--- config.mk ---
export PLATFORM = sky130hd
export DESIGN_NAME = rram_adc_readout_packer
export DESIGN_NICKNAME = d
export VERILOG_FILES = /design/src/rtl/rram_adc_readout_packer.sv
export SDC_FILE = /design/constraint.sdc
export NUM_CORES = 2
export LEC_CHECK = 0
export BUFFER_PORTS_ARGS = -buffer_cell sky130_fd_sc_hd__buf_2
export CORE_UTILIZATION = 45
export CTS_CLUSTER_DIAMETER = 200
export DETAILED_ROUTE_END_ITERATION = 6
export PLACE_DENSITY = 0.74
export SYNTH_ARGS = -nofsm -noshare
export SYNTH_HDL_FRONTEND = slang
export SYNTH_SLANG_ARGS = --single-unit
--- constraint.sdc ---
create_clock -name CLK -period 5.02 [get_ports CLK]
set_clock_uncertainty 0.1 [all_clocks]
set_input_delay 0.502 -clock CLK [delete_from_list [all_inputs] [get_ports CLK]]
set_output_delay 0.502 -clock CLK [all_outputs]
set_load 0.05 [all_outputs]
--- src/rtl/rram_adc_readout_packer.sv ---
// rtl/rram_adc_readout_packer.sv - RRAM core SL-mux sequencer, thermometer ADC decoder and oFIFO packer
// Walks the mux phases, decodes every ADC sample, and pushes either raw codes or per-ADC sums.
module rram_adc_readout_packer #(
   parameter int NUM_ADC         = 32,
   parameter int ADC_WIDTH_THERM = 15,
   parameter int ADC_WIDTH       = 4,
   parameter int MUX_PHASES      = 16,
   parameter int ACC_WIDTH       = 16,
   parameter int DATAOUT_WIDTH   = 64,
   parameter int SETTLE_CYCLES   = 2
) (
   input  logic                                 CLK,
   input  logic                                 reset,
   input  logic                                 start,
   input  logic                                 mode,
   input  logic [$clog2(MUX_PHASES):0]          num_phases,
   input  logic [NUM_ADC*ADC_WIDTH_THERM-1:0]   adc_therm,
   output logic [MUX_PHASES-1:0]                sl_mux_sel,
   output logic                                 push_n_oFIFO,
   input  logic                                 full_oFIFO,
   output logic [DATAOUT_WIDTH-1:0]             din_oFIFO,
   output logic                                 busy,
   output logic                                 done,
   output logic                                 bubble_err
);

   localparam int PH_W      = $clog2(MUX_PHASES) + 1;
   localparam int RAW_WORDS = NUM_ADC * ADC_WIDTH / DATAOUT_WIDTH;
   localparam int ACC_WORDS = NUM_ADC * ACC_WIDTH / DATAOUT_WIDTH;
   localparam int IDX_W     = $clog2((RAW_WORDS > ACC_WORDS) ? RAW_WORDS : ACC_WORDS) + 1;
   localparam int CNT_W     = $clog2(SETTLE_CYCLES + 1) + 1;
   localparam logic [CNT_W-1:0] SET_LAST = CNT_W'((SETTLE_CYCLES > 0) ? SETTLE_CYCLES - 1 : 0);

   localparam logic [2:0] S_IDLE   = 3'd0;
   localparam logic [2:0] S_SETTLE = 3'd1;
   localparam logic [2:0] S_SAMPLE = 3'd2;
   localparam logic [2:0] S_PACK   = 3'd3;
   localparam logic [2:0] S_DONE   = 3'd4;
   // With no settle time a phase starts directly at the sample cycle.
   localparam logic [2:0] S_FIRST  = (SETTLE_CYCLES == 0) ? S_SAMPLE : S_SETTLE;

   logic [2:0]                       state;
   logic                             mode_q;
   logic [PH_W-1:0]                  n_q;
   logic [PH_W-1:0]                  p_q;
   logic [CNT_W-1:0]                 settle_cnt;
   logic [IDX_W-1:0]                 idx;
   logic [NUM_ADC*ADC_WIDTH-1:0]     code_q;
   logic [NUM_ADC*ACC_WIDTH-1:0]     acc_q;

   logic [NUM_ADC*ADC_WIDTH-1:0]     code_now;
   logic                             bubble_now;
   logic [ADC_WIDTH_THERM-1:0]       therm;
   logic [ADC_WIDTH-1:0]             cnt;
   logic [DATAOUT_WIDTH-1:0]         word_now;
   logic [IDX_W-1:0]                 last_idx;
   logic [PH_W-1:0]                  n_eff;
   logic                             last_phase;

   // Popcount tolerates bubbles; a clean code satisfies therm & (therm+1) == 0.
   always_comb begin
      code_now   = '0;
      bubble_now = 1'b0;
      therm      = '0;
      cnt        = '0;
      for (int i = 0; i < NUM_ADC; i++) begin
         therm = adc_therm[i*ADC_WIDTH_THERM +: ADC_WIDTH_THERM];
         cnt   = '0;
         for (int b = 0; b < ADC_WIDTH_THERM; b++) begin
            cnt = cnt + ADC_WIDTH'(therm[b]);
         end
         code_now[i*ADC_WIDTH +: ADC_WIDTH] = cnt;
         if ((therm & (therm + ADC_WIDTH_THERM'(1))) != '0) begin
            bubble_now = 1'b1;
         end
      end
   end

   always_comb begin
      word_now   = mode_q ? acc_q[int'(idx)*DATAOUT_WIDTH +: DATAOUT_WIDTH]
                          : code_q[int'(idx)*DATAOUT_WIDTH +: DATAOUT_WIDTH];
      last_idx   = mode_q ? IDX_W'(ACC_WORDS - 1) : IDX_W'(RAW_WORDS - 1);
      last_phase = (p_q == n_q - PH_W'(1));
      n_eff      = (num_phases == '0 || num_phases > PH_W'(MUX_PHASES)) ? PH_W'(MUX_PHASES) : num_phases;
      sl_mux_sel = '0;
      if (state == S_SETTLE || state == S_SAMPLE || state == S_PACK) begin
         sl_mux_sel = MUX_PHASES'(1) << p_q;
      end
   end

   always_ff @(posedge CLK) begin
      if (!reset) begin
         state        <= S_IDLE;
         mode_q       <= 1'b0;
         n_q          <= '0;
         p_q          <= '0;
         settle_cnt   <= '0;
         idx          <= '0;
         code_q       <= '0;
         acc_q        <= '0;
         push_n_oFIFO <= 1'b1;
         din_oFIFO    <= '0;
         busy         <= 1'b0;
         done         <= 1'b0;
         bubble_err   <= 1'b0;
      end else begin
         push_n_oFIFO <= 1'b1;
         done         <= 1'b0;
         case (state)
            S_IDLE: begin
               if (start) begin
                  mode_q     <= mode;
                  n_q        <= n_eff;
                  bubble_err <= 1'b0;
                  acc_q      <= '0;
                  p_q        <= '0;
                  settle_cnt <= '0;
                  idx        <= '0;
                  busy       <= 1'b1;
                  state      <= S_FIRST;
               end
            end
            S_SETTLE: begin
               if (settle_cnt == SET_LAST) begin
                  settle_cnt <= '0;
                  state      <= S_SAMPLE;
               end else begin
                  settle_cnt <= settle_cnt + CNT_W'(1);
               end
            end
            S_SAMPLE: begin
               code_q <= code_now;
               if (bubble_now) begin
                  bubble_err <= 1'b1;
               end
               if (mode_q) begin
                  for (int i = 0; i < NUM_ADC; i++) begin
                     acc_q[i*ACC_WIDTH +: ACC_WIDTH] <= acc_q[i*ACC_WIDTH +: ACC_WIDTH]
                                                       + ACC_WIDTH'(code_now[i*ADC_WIDTH +: ADC_WIDTH]);
                  end
               end
               state <= S_PACK;
            end
            S_PACK: begin
               if (mode_q && !last_phase) begin
                  p_q   <= p_q + PH_W'(1);
                  state <= S_FIRST;
               end else if (!full_oFIFO) begin
                  push_n_oFIFO <= 1'b0;
                  din_oFIFO    <= word_now;
                  if (idx == last_idx) begin
                     idx <= '0;
                     if (last_phase) begin
                        state <= S_DONE;
                     end else begin
                        p_q   <= p_q + PH_W'(1);
                        state <= S_FIRST;
                     end
                  end else begin
                     idx <= idx + IDX_W'(1);
                  end
               end
            end
            S_DONE: begin
               done  <= 1'b1;
               busy  <= 1'b0;
               state <= S_IDLE;
            end
            default: state <= S_IDLE;
         endcase
      end
   end

endmodule

==> results.md <==
- The count of buffers added on input and output ports is 573.
- The placed standard-cell area is 64100 sq um.
- The category of the most critical setup path is primary input to flop.
- The power per cell area is 372 nW/um^2.
- The final max-slew violation count is 0.
- The fraction of registers with async set or reset after synthesis is 0.
- For the worst setup path, the data required time is 5420 ps.
- Setup violations remaining at the end of the flow were counted as 0.
- The count of pins on the block boundary is 574.
- The clock tree buffer depth is 3.
- The final clock period utilization by the worst path is 0.988.
- The worst slack at placement is -978 ps.
- The vias per cell is 5.84.
- The count of vias placed by the detailed router is 52600.
- The library cell contributing the largest single delay on the critical path is sky130_fd_sc_hd__fa_2.
- The cell count after synthesis is 6119.
- The die span in x is 349 um.
- The standard-cell row count is 126.
- The number of routed nets with antenna violations is 0.
- The leading register cell type out of synthesis is sky130_fd_sc_hd__dfxtp_1.
- The floorplan step defined a die boundary enclosing 122000 sq um.
- The total area inside the core boundary comes to 119000 sq um.
- The run finished, with violations left.
- Across all setup checks in the final design, the least slack found is 57.7 ps.
- The category of the worst setup path launch point is a primary input.
- The clock root buffer is sky130_fd_sc_hd__clkbuf_16.
- For the worst setup path, the data arrival time is 5360 ps.
- The clock period could shrink to 4960 ps.
- The number of enable flip-flop cells after synthesis is 0.
- The synthesized netlist net count is 7258.
- In the layout the commonest cells are sky130_fd_sc_hd__inv_1 (811), sky130_fd_sc_hd__buf_4 (779), sky130_fd_sc_hd__dfxtp_1 (725).
- The number of fillers in the final layout is 10500.
- The number of clock buffers inserted by TritonCTS is 72.
- The net count of the finished layout is 8463.
- After synthesis, the mean cell area works out to 8.85 sq um.
- TritonCTS built the clock tree.
- The area growth from synthesis to layout is 25.0%.
- The design draws 25200 uW.
- The most numerous cell type found on the critical path is sky130_fd_sc_hd__fa_1.
- With fillers left out, the area of the finished cells amounts to 67700 sq um.
- The global-route wire length before repair is 356 mm.
- The final cell count without fillers is 8998.
- The clock-pin slew on the worst setup and hold paths is 70 ps.
- The worst register-to-register path has a setup slack of 1650 ps.
- The Yosys step of the flow raised 0 warnings.
- The overall overflow remaining after global route is 0.
- The synthesized design contains 729 register bits.
- In this run, the number of DRC markers left after iteration 0 of detailed routing was 5765.
- The clock reaches the later pin of the worst-skew pair after 650 ps.
- The initial cell density of the core is 0.456.
- The largest stage delay on the critical path is 660 ps.
- The global-route usage over all layers is 0.410.
- The mapped netlist covers 54100 sq um.
- Leaving out fill and tap cells, the most frequent cell in the layout is sky130_fd_sc_hd__inv_1.
- The number of global-route vias before repair is 50900.
- The wire length after detailed routing is 256 mm.
- In this run the worst path has a maximum fanout of 4.
- The path type of the worst min-delay path is primary input to flop.
- After detailed routing, the average wire length per cell comes to 28.4 um.
- The maximum number of pins on one net before global-route repair is 202.
- Measured against its own limit, the worst slew margin works out to 0.231.
- Walking the worst path, the cells encountered are buf_2 -> inv_1 -> fa_1 -> fa_1 -> fa_1 -> fa_1 -> fa_2 -> fa_2 -> inv_1 -> ha_1 -> a21o_1 -> a21oi_2 -> o21ai_1 -> and3_1 -> and2_4 -> nand3_1 -> xor2_1 -> nor2_1.
- Timing would allow up to 202 MHz.
- The standby leakage power is 0.0298 uW.
- VDD sags by at most 275 uV.
- The number of cells in the design after placement is 8806.
- For the pin with the worst max-slew slack, the measured transition is 1150 ps.
- The weighted congestion reported at the end of routability-driven placement is 1.14.
- The vertical extent of the die is 349 um.
- The number of antenna violations at the first check in global routing is 31.
- The HPWL after detailed placement is 216 mm.
- The number of hold-slack violations in the final timing report is 0.
- For this run, the register share of the synthesized area comes to 0.270.
- The type of element capturing the critical path is a flop.
- In the final layout, the share of cells above drive strength 1 is 0.261.
- The post-synthesis cell type count is 70.
- The clock sink total is 729.
- The final reports fail on design-rule violations.
- The DRC violation count after routing is 2.
- The number of max-capacitance violations reported is 0.
- The number of levels the H-tree was split into is 3.
- The number of detailed-routing iterations run before antenna repair is 6.
## state kept, by name, indices dropped and copies added, names as in the netlist
register and cells:
busy 1, p_q 5, idx 4, push_n_oFIFO 1, settle_cnt 3, bubble_err 1, mode_q 1, done 1
din_oFIFO 64, acc_q 512, state 3, code_q 128, n_q 5
## routing by layer
layer | vias to the layer above | track usage | routed length, um
met1 | 25700 | 0.523 | 101000
met2 | 2818 | 0.645 | 114000
met4 | 10 | 0.282 | 21100
li1 | 23400 | - | -
met3 | 592 | 0.0546 | 19400
met5 | - | 0 | 63
## kinds of logic (layout without fill, tap and decap cells)
kind of cell / Yosys count / count (layout) / synth area share
xor+xnor: 422 / 422 / 0.0683
compound gates: 1168 / 1168 / 0.146
fa+ha+maj: 649 / 649 / 0.199
mux: 190 / 190 / 0.0647
other cells: 0 / 18 / 0
flops: 729 / 729 / 0.270
buf+inv: 1066 / 2327 / 0.0747
simple gates: 1895 / 1895 / 0.178
## synthesized netlist by cell type (151+ instances only)
master,n,area [sq um]
sky130_fd_sc_hd__ha_1,297,3720
sky130_fd_sc_hd__nor2b_1,167,1040
sky130_fd_sc_hd__nor2_1,384,1440
sky130_fd_sc_hd__xnor2_1,216,1890
sky130_fd_sc_hd__a21oi_1,159,796
sky130_fd_sc_hd__nand3_1,286,1430
sky130_fd_sc_hd__inv_1,832,3120
sky130_fd_sc_hd__fa_1,352,7050
sky130_fd_sc_hd__xor2_1,206,1800
sky130_fd_sc_hd__o21ai_0,321,1610
sky130_fd_sc_hd__dfxtp_1,729,14600
sky130_fd_sc_hd__clkbuf_1,172,646
sky130_fd_sc_hd__and3_1,151,945
sky130_fd_sc_hd__nand2_1,428,1610
## layout make-up
type | count | area (sq um) | area share
Inverter | 832 | 3140 | 0.0463
Antenna cell | 18 | 45.0 | 0.000665
Tap cell | 1600 | 2000 | 0.0296
Multi-Input combinational cell | 4324 | 36400 | 0.538
Sequential cell | 729 | 14600 | 0.216
Clock buffer | 94 | 2040 | 0.0301
Timing Repair Buffer | 1365 | 9040 | 0.134
Clock inverter | 36 | 420 | 0.00621
## metrics by stage
stage               hold WS [ps]  utilization  TNS (ps)
detailed placement           343        0.540   -212510
CTS                         31.3        0.562         0
global placement             337        0.540   -187200
floorplan                    340            -      -132
finish                      55.6        0.570         0
global route                65.9        0.570      -487
## final timing paths
| path | from | to | depth (start not counted) |
|---|---|---|---|
| max | adc_therm[440] | acc_q[479]$_SDFFE_PN0P_ | 18 |
| min | num_phases[0] | n_q[0]$_SDFFE_PN0P_ | 3 |
| max reg2reg | state[2]$_SDFFE_PN0P_ | acc_q[470]$_SDFFE_PN0P_ | 11 |
| min reg2reg | din_oFIFO[34]$_SDFFE_PN0P_ | din_oFIFO[34]$_SDFFE_PN0P_ | 2 |
## what timing repair did
item	4_1_cts	5_1_grt
hold endpoints to repair	1	0
setup buffers	3	46
pin swaps	6	147
hold buffers	1	0
setup endpoints to repair	79	249
gates resized for setup	25	200
## power breakdown
| part | switching, uW | internal [uW] | leakage, uW |
|---|---|---|---|
| registers | 66.3 | 5840 | 0.00588 |
| clock network | 2480 | 3250 | 0.00122 |
| logic | 7550 | 6020 | 0.0227 |
| total | 10100 | 15100 | 0.0298 |
## worst max-delay path: cells and delay by family
family                     cells  cell delay, ps
AOI/OAI and AO/OA              3             470
adders and majority gates      7            3310
buffers and inverters          3             300
and+or+nand+nor                4             540
xor gates and xnor gates       1             220
Power figures use the tool's default switching activity.
